==> src/rtl/store_buffer_pkg.sv <==
// rtl/store_buffer_pkg.sv - shared store-buffer types, IO address test and store length codes
package store_buffer_pkg;

    localparam int SB_IDX_LN = 3;
    typedef logic [SB_IDX_LN-1:0] sb_idx_t;
    localparam int SB_IDX_TP = 1 << SB_IDX_LN;

    // addr[17:16] == 2'b11 selects the IO region (UART and friends)
    localparam logic [1:0] IO_ADDR_HI = 2'b11;

    // st_len encodes bytes-1; shared with the ROB
    localparam logic [3:0] ST_LEN_B = 4'd0;
    localparam logic [3:0] ST_LEN_H = 4'd1;
    localparam logic [3:0] ST_LEN_W = 4'd3;

    typedef enum logic {
        SB_IDLE  = 1'b0,
        SB_WRITE = 1'b1
    } sb_state_e;

    function automatic logic is_io_hi(input logic [1:0] addr_hi);
        return addr_hi == IO_ADDR_HI;
    endfunction

endpackage

==> src/rtl/store_buffer_range_cmp.sv <==
// rtl/store_buffer_range_cmp.sv - per-entry overlap check of a queued store against a load range
module sb_range_cmp
    import store_buffer_pkg::*;
#(
    parameter int ADDR_W = 32
) (
    input  logic              e_valid,
    input  logic [ADDR_W-1:0] e_addr,
    input  logic [3:0]        e_len,
    input  logic [ADDR_W-1:0] ld_addr,
    input  logic [ADDR_W-1:0] ld_hi,
    input  logic              ld_is_io,
    output logic              hit
);

    logic [ADDR_W-1:0] e_hi;
    logic              overlap;
    logic              io_hit;

    always_comb begin
        e_hi    = e_addr + ADDR_W'(e_len);
        overlap = (e_addr <= ld_hi) && (ld_addr <= e_hi);
        // IO loads must not bypass any pending IO store, whatever the address
        io_hit  = ld_is_io && is_io_hi(e_addr[17:16]);
        hit     = e_valid && (overlap || io_hit);
    end

endmodule

==> src/rtl/store_buffer.sv <==
// rtl/store_buffer.sv - committed-store queue draining one byte per granted cycle to memctrl
module store_buffer
    import store_buffer_pkg::*;
#(
    parameter int SB_BIT = 3,
    parameter int ADDR_W = 32,
    parameter int DATA_W = 32
) (
    input  logic              clk,
    input  logic              rst,
    input  logic              rdy,
    input  logic              st_ena,
    input  logic [ADDR_W-1:0] st_addr,
    input  logic [DATA_W-1:0] st_data,
    input  logic [3:0]        st_len,
    output logic              st_done,
    output logic              mem_req,
    output logic [ADDR_W-1:0] mem_a,
    output logic [7:0]        mem_dout,
    input  logic              mem_gnt,
    input  logic              io_buffer_full,
    input  logic [ADDR_W-1:0] ld_chk_addr,
    input  logic [3:0]        ld_chk_len,
    output logic              ld_conflict,
    output logic              sb_empty,
    output logic              sb_full
);

    localparam int DEPTH = 1 << SB_BIT;
    localparam logic [SB_BIT:0] CNT_DEPTH = (SB_BIT + 1)'(DEPTH);

    logic [ADDR_W-1:0] addr_q [DEPTH];
    logic [ADDR_W-1:0] addr_d [DEPTH];
    logic [DATA_W-1:0] data_q [DEPTH];
    logic [DATA_W-1:0] data_d [DEPTH];
    logic [3:0]        len_q  [DEPTH];
    logic [3:0]        len_d  [DEPTH];
    logic [DEPTH-1:0]  valid_q, valid_d;
    logic [SB_BIT-1:0] head_q, head_d, tail_q, tail_d;
    logic [SB_BIT:0]   count_q, count_d;
    logic [1:0]        byte_cnt_q, byte_cnt_d;
    sb_state_e         state_q, state_d;
    logic              st_done_q, st_done_d;

    logic [ADDR_W-1:0] h_addr;
    logic [DATA_W-1:0] h_data;
    logic [3:0]        h_len;
    logic              enq, pop, byte_fire, last_byte;
    logic [ADDR_W-1:0] ld_hi;
    logic              ld_is_io;
    logic [DEPTH-1:0]  hits;

    always_comb begin
        h_addr    = addr_q[head_q];
        h_data    = data_q[head_q];
        h_len     = len_q[head_q];
        // count is checked before the same-cycle pop: no full-bypass
        enq       = rdy && st_ena && !st_done_q && (count_q < CNT_DEPTH);
        mem_req   = rdy && (state_q == SB_WRITE) &&
                    !(is_io_hi(h_addr[17:16]) && io_buffer_full);
        mem_a     = (state_q == SB_WRITE) ? h_addr + ADDR_W'(byte_cnt_q) : '0;
        mem_dout  = (state_q == SB_WRITE) ? h_data[8*byte_cnt_q +: 8] : '0;
        byte_fire = mem_req && mem_gnt;
        last_byte = ({2'b00, byte_cnt_q} == h_len);
        pop       = byte_fire && last_byte;
        st_done   = st_done_q;
        sb_empty  = (count_q == '0);
        sb_full   = (count_q == CNT_DEPTH);
        ld_hi     = ld_chk_addr + ADDR_W'(ld_chk_len);
        ld_is_io  = is_io_hi(ld_chk_addr[17:16]);
        ld_conflict = |hits;
    end

    always_comb begin
        addr_d     = addr_q;
        data_d     = data_q;
        len_d      = len_q;
        valid_d    = valid_q;
        head_d     = head_q;
        tail_d     = tail_q;
        count_d    = count_q;
        byte_cnt_d = byte_cnt_q;
        state_d    = state_q;
        st_done_d  = st_done_q;
        if (rdy) begin
            st_done_d = enq;
            if (enq) begin
                addr_d[tail_q]  = st_addr;
                data_d[tail_q]  = st_data;
                len_d[tail_q]   = st_len;
                valid_d[tail_q] = 1'b1;
                tail_d          = tail_q + SB_BIT'(1);
            end
            if (pop) begin
                valid_d[head_q] = 1'b0;
                head_d          = head_q + SB_BIT'(1);
            end
            count_d = count_q + (SB_BIT + 1)'(enq) - (SB_BIT + 1)'(pop);
            case (state_q)
                SB_IDLE: begin
                    if (count_q != '0) begin
                        state_d    = SB_WRITE;
                        byte_cnt_d = '0;
                    end
                end
                SB_WRITE: begin
                    if (byte_fire) begin
                        if (last_byte) begin
                            // next entry starts without a bubble unless the queue ran dry
                            byte_cnt_d = '0;
                            if (count_d == '0) state_d = SB_IDLE;
                        end else begin
                            byte_cnt_d = byte_cnt_q + 2'd1;
                        end
                    end
                end
                default: state_d = SB_IDLE;
            endcase
        end
    end

    always_ff @(posedge clk) begin
        if (!rst) begin
            valid_q    <= '0;
            head_q     <= '0;
            tail_q     <= '0;
            count_q    <= '0;
            byte_cnt_q <= '0;
            state_q    <= SB_IDLE;
            st_done_q  <= 1'b0;
        end else begin
            addr_q     <= addr_d;
            data_q     <= data_d;
            len_q      <= len_d;
            valid_q    <= valid_d;
            head_q     <= head_d;
            tail_q     <= tail_d;
            count_q    <= count_d;
            byte_cnt_q <= byte_cnt_d;
            state_q    <= state_d;
            st_done_q  <= st_done_d;
        end
    end

    for (genvar i = 0; i < DEPTH; i++) begin : g_cmp
        sb_range_cmp #(.ADDR_W(ADDR_W)) u_cmp (
            .e_valid (valid_q[i]),
            .e_addr  (addr_q[i]),
            .e_len   (len_q[i]),
            .ld_addr (ld_chk_addr),
            .ld_hi   (ld_hi),
            .ld_is_io(ld_is_io),
            .hit     (hits[i])
        );
    end

endmodule

==> config.mk <==
export PLATFORM = sky130hd
export DESIGN_NAME = store_buffer
export DESIGN_NICKNAME = d
export VERILOG_FILES = /design/src/rtl/store_buffer_pkg.sv /design/src/rtl/store_buffer_range_cmp.sv /design/src/rtl/store_buffer.sv
export SDC_FILE = /design/constraint.sdc
export NUM_CORES = 2
export LEC_CHECK = 0
export ABC_AREA = 1
export ABC_CLOCK_PERIOD_IN_PS = 26500
export BUFFER_PORTS_ARGS = -buffer_cell sky130_fd_sc_hd__buf_2
export CORE_MARGIN = 3
export CORE_UTILIZATION = 45
export CTS_CLUSTER_SIZE = 24
export DETAILED_ROUTE_END_ITERATION = 10
export PLACE_DENSITY = 0.72
export SLEW_MARGIN = 20
export SYNTH_ARGS = -nofsm -noshare
export SYNTH_HDL_FRONTEND = slang
export SYNTH_SLANG_ARGS = --single-unit
==> constraint.sdc <==
create_clock -name clk -period 26.5 [get_ports clk]
set_clock_uncertainty 0.1 [all_clocks]
set_input_delay 1.325 -clock clk [delete_from_list [all_inputs] [get_ports clk]]
set_output_delay 1.325 -clock clk [all_outputs]
set_load 0.02 [all_outputs]
==> flow_summary.json <==
{
  "status": "finished clean",
  "max_freq_ghz": 0.122,
  "floorplan.die_area_sq_um": 96400,
  "swShare_pct": 27.0,
  "cts_setup_buffers": 0,
  "syn_nets": 5578,
  "postCtsHoldBufs": 0,
  "slowest_stage": "nor2_1",
  "synthToLayoutAreaGrowth_pct": 10.8,
  "grt_pass1_wl_microns": 236000,
  "intPower_uw": 1570,
  "wl_met1_microns": 63900,
  "grt_max_degree": 66,
  "finalSetupViolCount": 0,
  "fin_tns_setup_ps": 0,
  "start_util_pct": 45.5,
  "power_frac_clock_pct": 42.0,
  "yosys_warnings": 0,
  "portBuffers": 154,
  "min_path_type": "register to register",
  "min_period_ps": 8210,
  "synth_seq_area_share_pct": 40.2,
  "cts_sinks": 566,
  "synth_top_area_share_pct": 39.1,
  "clockRootBuffer": "clkbuf_16",
  "die_y_microns": 311,
  "finalPower_uw": 2150,
  "critPathKind": "input pin to output pin",
  "synth_area_leaders": "edfxtp_1, ha_1, nand2_1, inv_1, xor2_1",
  "final_nets": 5771,
  "via_per_inst": 5.85,
  "async_flop_share_pct": 0,
  "ys_ff_latch": 566,
  "io_pins": 155,
  "maxCapViolations": 0,
  "die_w_microns": 311,
  "antenna_found_initial": 6,
  "critical_path_buf_inv_count": 4,
  "ys.flop_type": "edfxtp_1",
  "cp-end-kind": "output pin",
  "vias": 37400,
  "worst_slew_pin_slew_ps": 1230,
  "required_ps": 25070,
  "track_usage_pct": 33.3,
  "routed_wl_microns": 165000,
  "htree_levels": 3,
  "startpoint": "ld_chk_addr[1]",
  "dp_cells": 6266,
  "p_leak_uw": 0.0201,
  "num_rows": 111,
  "drc": 0,
  "wl_per_cell_microns": 25.8,
  "path_clk_slew_ps": 60,
  "clkLatencyLatePin_ps": 650,
  "grt_overflow_total": 0,
  "hold_viol_final": 0,
  "cpMostUsedCell": "nand2_1",
  "critPathMaxFanout": 10,
  "worstPathArrival_ps": 6780,
  "path_delay_family": "simple AND/OR/NAND/NOR gates",
  "start_kind": "input pin",
  "cts_tree": "built",
  "switching_power_uw": 582,
  "first_pass_iters": 6,
  "routabilityCongestion": 1.08,
  "synth_top_area_cell": "edfxtp_1",
  "r2r_start": "head_q[0]",
  "dpl.hpwl_microns": 123000,
  "p_per_area_nw_per_um2": 46.6,
  "relSlewSlack_pct": 17.5,
  "topRoutingLayerUsed": "met5",
  "synth_cells": 4899,
  "crit_path_max_incr_delay_ps": 750,
  "hold_path_startpoint": "st_done",
  "numCtsBuffers": 67,
  "synth.cell_area_sq_um": 41700,
  "cts.path.max_buffers": 3,
  "cts_resized": 0,
  "yosysUniqueCellTypes": 53,
  "drive_gt1_share_pct": 6.79,
  "dr_wl_met2_microns": 72000,
  "finalNonFillerCells": 6391,
  "power.share.combinational_pct": 11.8,
  "dr_wl_met3_microns": 17700,
  "synth_edf_count": 544,
  "rsz0062_at_grt": "no",
  "drt_iter0_markers": 4203,
  "finalCritPeriodShare_pct": 31.0,
  "fillers": 8604,
  "syn_area_per_cell_sq_um": 8.52,
  "grt_pass1_vias": 36200,
  "postRouteAntennaNets": 0,
  "seqPwrFrac_pct": 46.2,
  "core_area_sq_um": 91800,
  "drv_slew": 0,
  "vdd_drop_max_uv": 73.6
}
==> cell usage in the layout, fill, tap and decap left out, drive strengths merged, types with 2 or more instances in the layout <==
| master | netlist | layout |
|---|---|---|
| o21ai | 167 | 167 |
| nand4 | 140 | 140 |
| a221oi | 23 | 23 |
| o31ai | 4 | 4 |
| dfxtp | 22 | 22 |
| fa | 11 | 11 |
| a22o | 9 | 9 |
| a22oi | 27 | 27 |
| xor2 | 213 | 213 |
| buf | 47 | 195 |
| nor3 | 113 | 113 |
| clkinvlp | 0 | 6 |
| nand3b | 5 | 5 |
| nor3b | 5 | 5 |
| nor2 | 443 | 443 |
| a31oi | 7 | 7 |
| inv | 553 | 556 |
| edfxtp | 544 | 544 |
| a21o | 8 | 8 |
| o21bai | 15 | 15 |
| nand3 | 138 | 138 |
| a21oi | 323 | 323 |
| nor4 | 36 | 36 |
| and2 | 5 | 5 |
| a41oi | 2 | 2 |
| a211oi | 2 | 2 |
| nand2 | 1319 | 1319 |
| xnor2 | 51 | 51 |
| or2 | 5 | 5 |
| o22ai | 28 | 28 |
| bufinv | 0 | 3 |
| diode | 0 | 5 |
| o2bb2ai | 2 | 2 |
| o2111a | 5 | 5 |
| clkinv | 1 | 27 |
| clkbuf | 24 | 82 |
| o21a | 34 | 34 |
| o2111ai | 4 | 4 |
| and3 | 4 | 4 |
| ha | 558 | 558 |
==> path summary, 6_finish.rpt <==
path / cells past startpoint / slack, ps / to
min reg2reg: 2 / 390 / st_done
max: 28 / 18290 / ld_conflict
min: 2 / 390 / st_done
max reg2reg: 23 / 20550 / state_q
==> state kept, by name, summed over array words and instances, names as in the netlist <==
register and count:
st_done 1, byte_cnt_q 2, state_q 1, head_q 3
len_q 32, tail_q 3, count_q 4, addr_q 256
valid_q 8, data_q 256
==> cells in the mapped netlist (6+ instances only) <==
master and count:
a21o_1 8, nor3_1 109, o21bai_1 15, buf_4 7, nor2_2 12, nor2_1 429
xor2_1 213, buf_2 23, nand2_1 1313, a22o_1 9, nand2_2 6, a22oi_1 27
clkbuf_1 24, inv_1 544, a31oi_1 7, buf_6 7, o22ai_1 28, nor4_1 36
o21ai_0 161, xnor2_1 51, a221oi_1 23, dfxtp_1 22, ha_1 558, inv_2 8
buf_1 10, nand4_1 140, o21a_1 34, fa_1 11, edfxtp_1 544, a21oi_1 323
nand3_1 137
==> through the flow <==
step	setup WS (ps)	util, %	hold WS [ps]	cell area (sq um)
5_1_grt	17910	50.4	424	46200
3_5_place_dp	18490	48.0	381	44100
4_1_cts	18490	50.3	395	46200
2_1_floorplan	17260	-	372	41700
3_3_place_gp	18510	48.0	383	44100
6_report	18290	50.4	395	46200
==> final cells by class <==
cell class | count | area (sq um) | area share, %
multi-input cells | 3708 | 22600 | 48.9
flip-flops and latches | 566 | 16800 | 36.3
inverters | 554 | 2080 | 4.50
clock buffers | 82 | 1750 | 3.79
well taps | 1243 | 1560 | 3.36
repair buffers | 195 | 1080 | 2.33
clock inverters | 38 | 353 | 0.763
diodes | 5 | 12.5 | 0.0271
==> tightest hold or removal path: stages (launching register included) <==
cell and delay, ps:
dfxtp_1 320, nand2_1 70, a21oi_1 60
==> layer usage <==
metal  vias to the layer above  global-route usage, %
met3                       534                   7.62
met2                      2094                   51.7
met5                         -                      0
met1                     17500                   42.4
li1                      17200                      -
met4                         2                   20.1
==> cells by family after synthesis <==
group	after synthesis	share of synthesized area, %
XOR/XNOR	264	5.54
buffers and inverters	625	5.88
AND/OR/NAND/NOR	2214	22.1
AO/OA/AOI/OAI	661	9.02
adder cells (fa/ha/maj)	569	17.3
flip-flops	566	40.2
==> power groups by stage <==
| stage | clock [uW] | combinational (uW) | sequential (uW) |
|---|---|---|---|
| floorplan | 0 | 140 | 1010 |
| global placement | 0 | 240 | 1010 |
| detailed placement | 0 | 246 | 1010 |
| CTS | 915 | 247 | 995 |
| global route | 948 | 280 | 995 |
| finish | 905 | 254 | 995 |
Note: power is estimated with default switching activity, not from simulation.
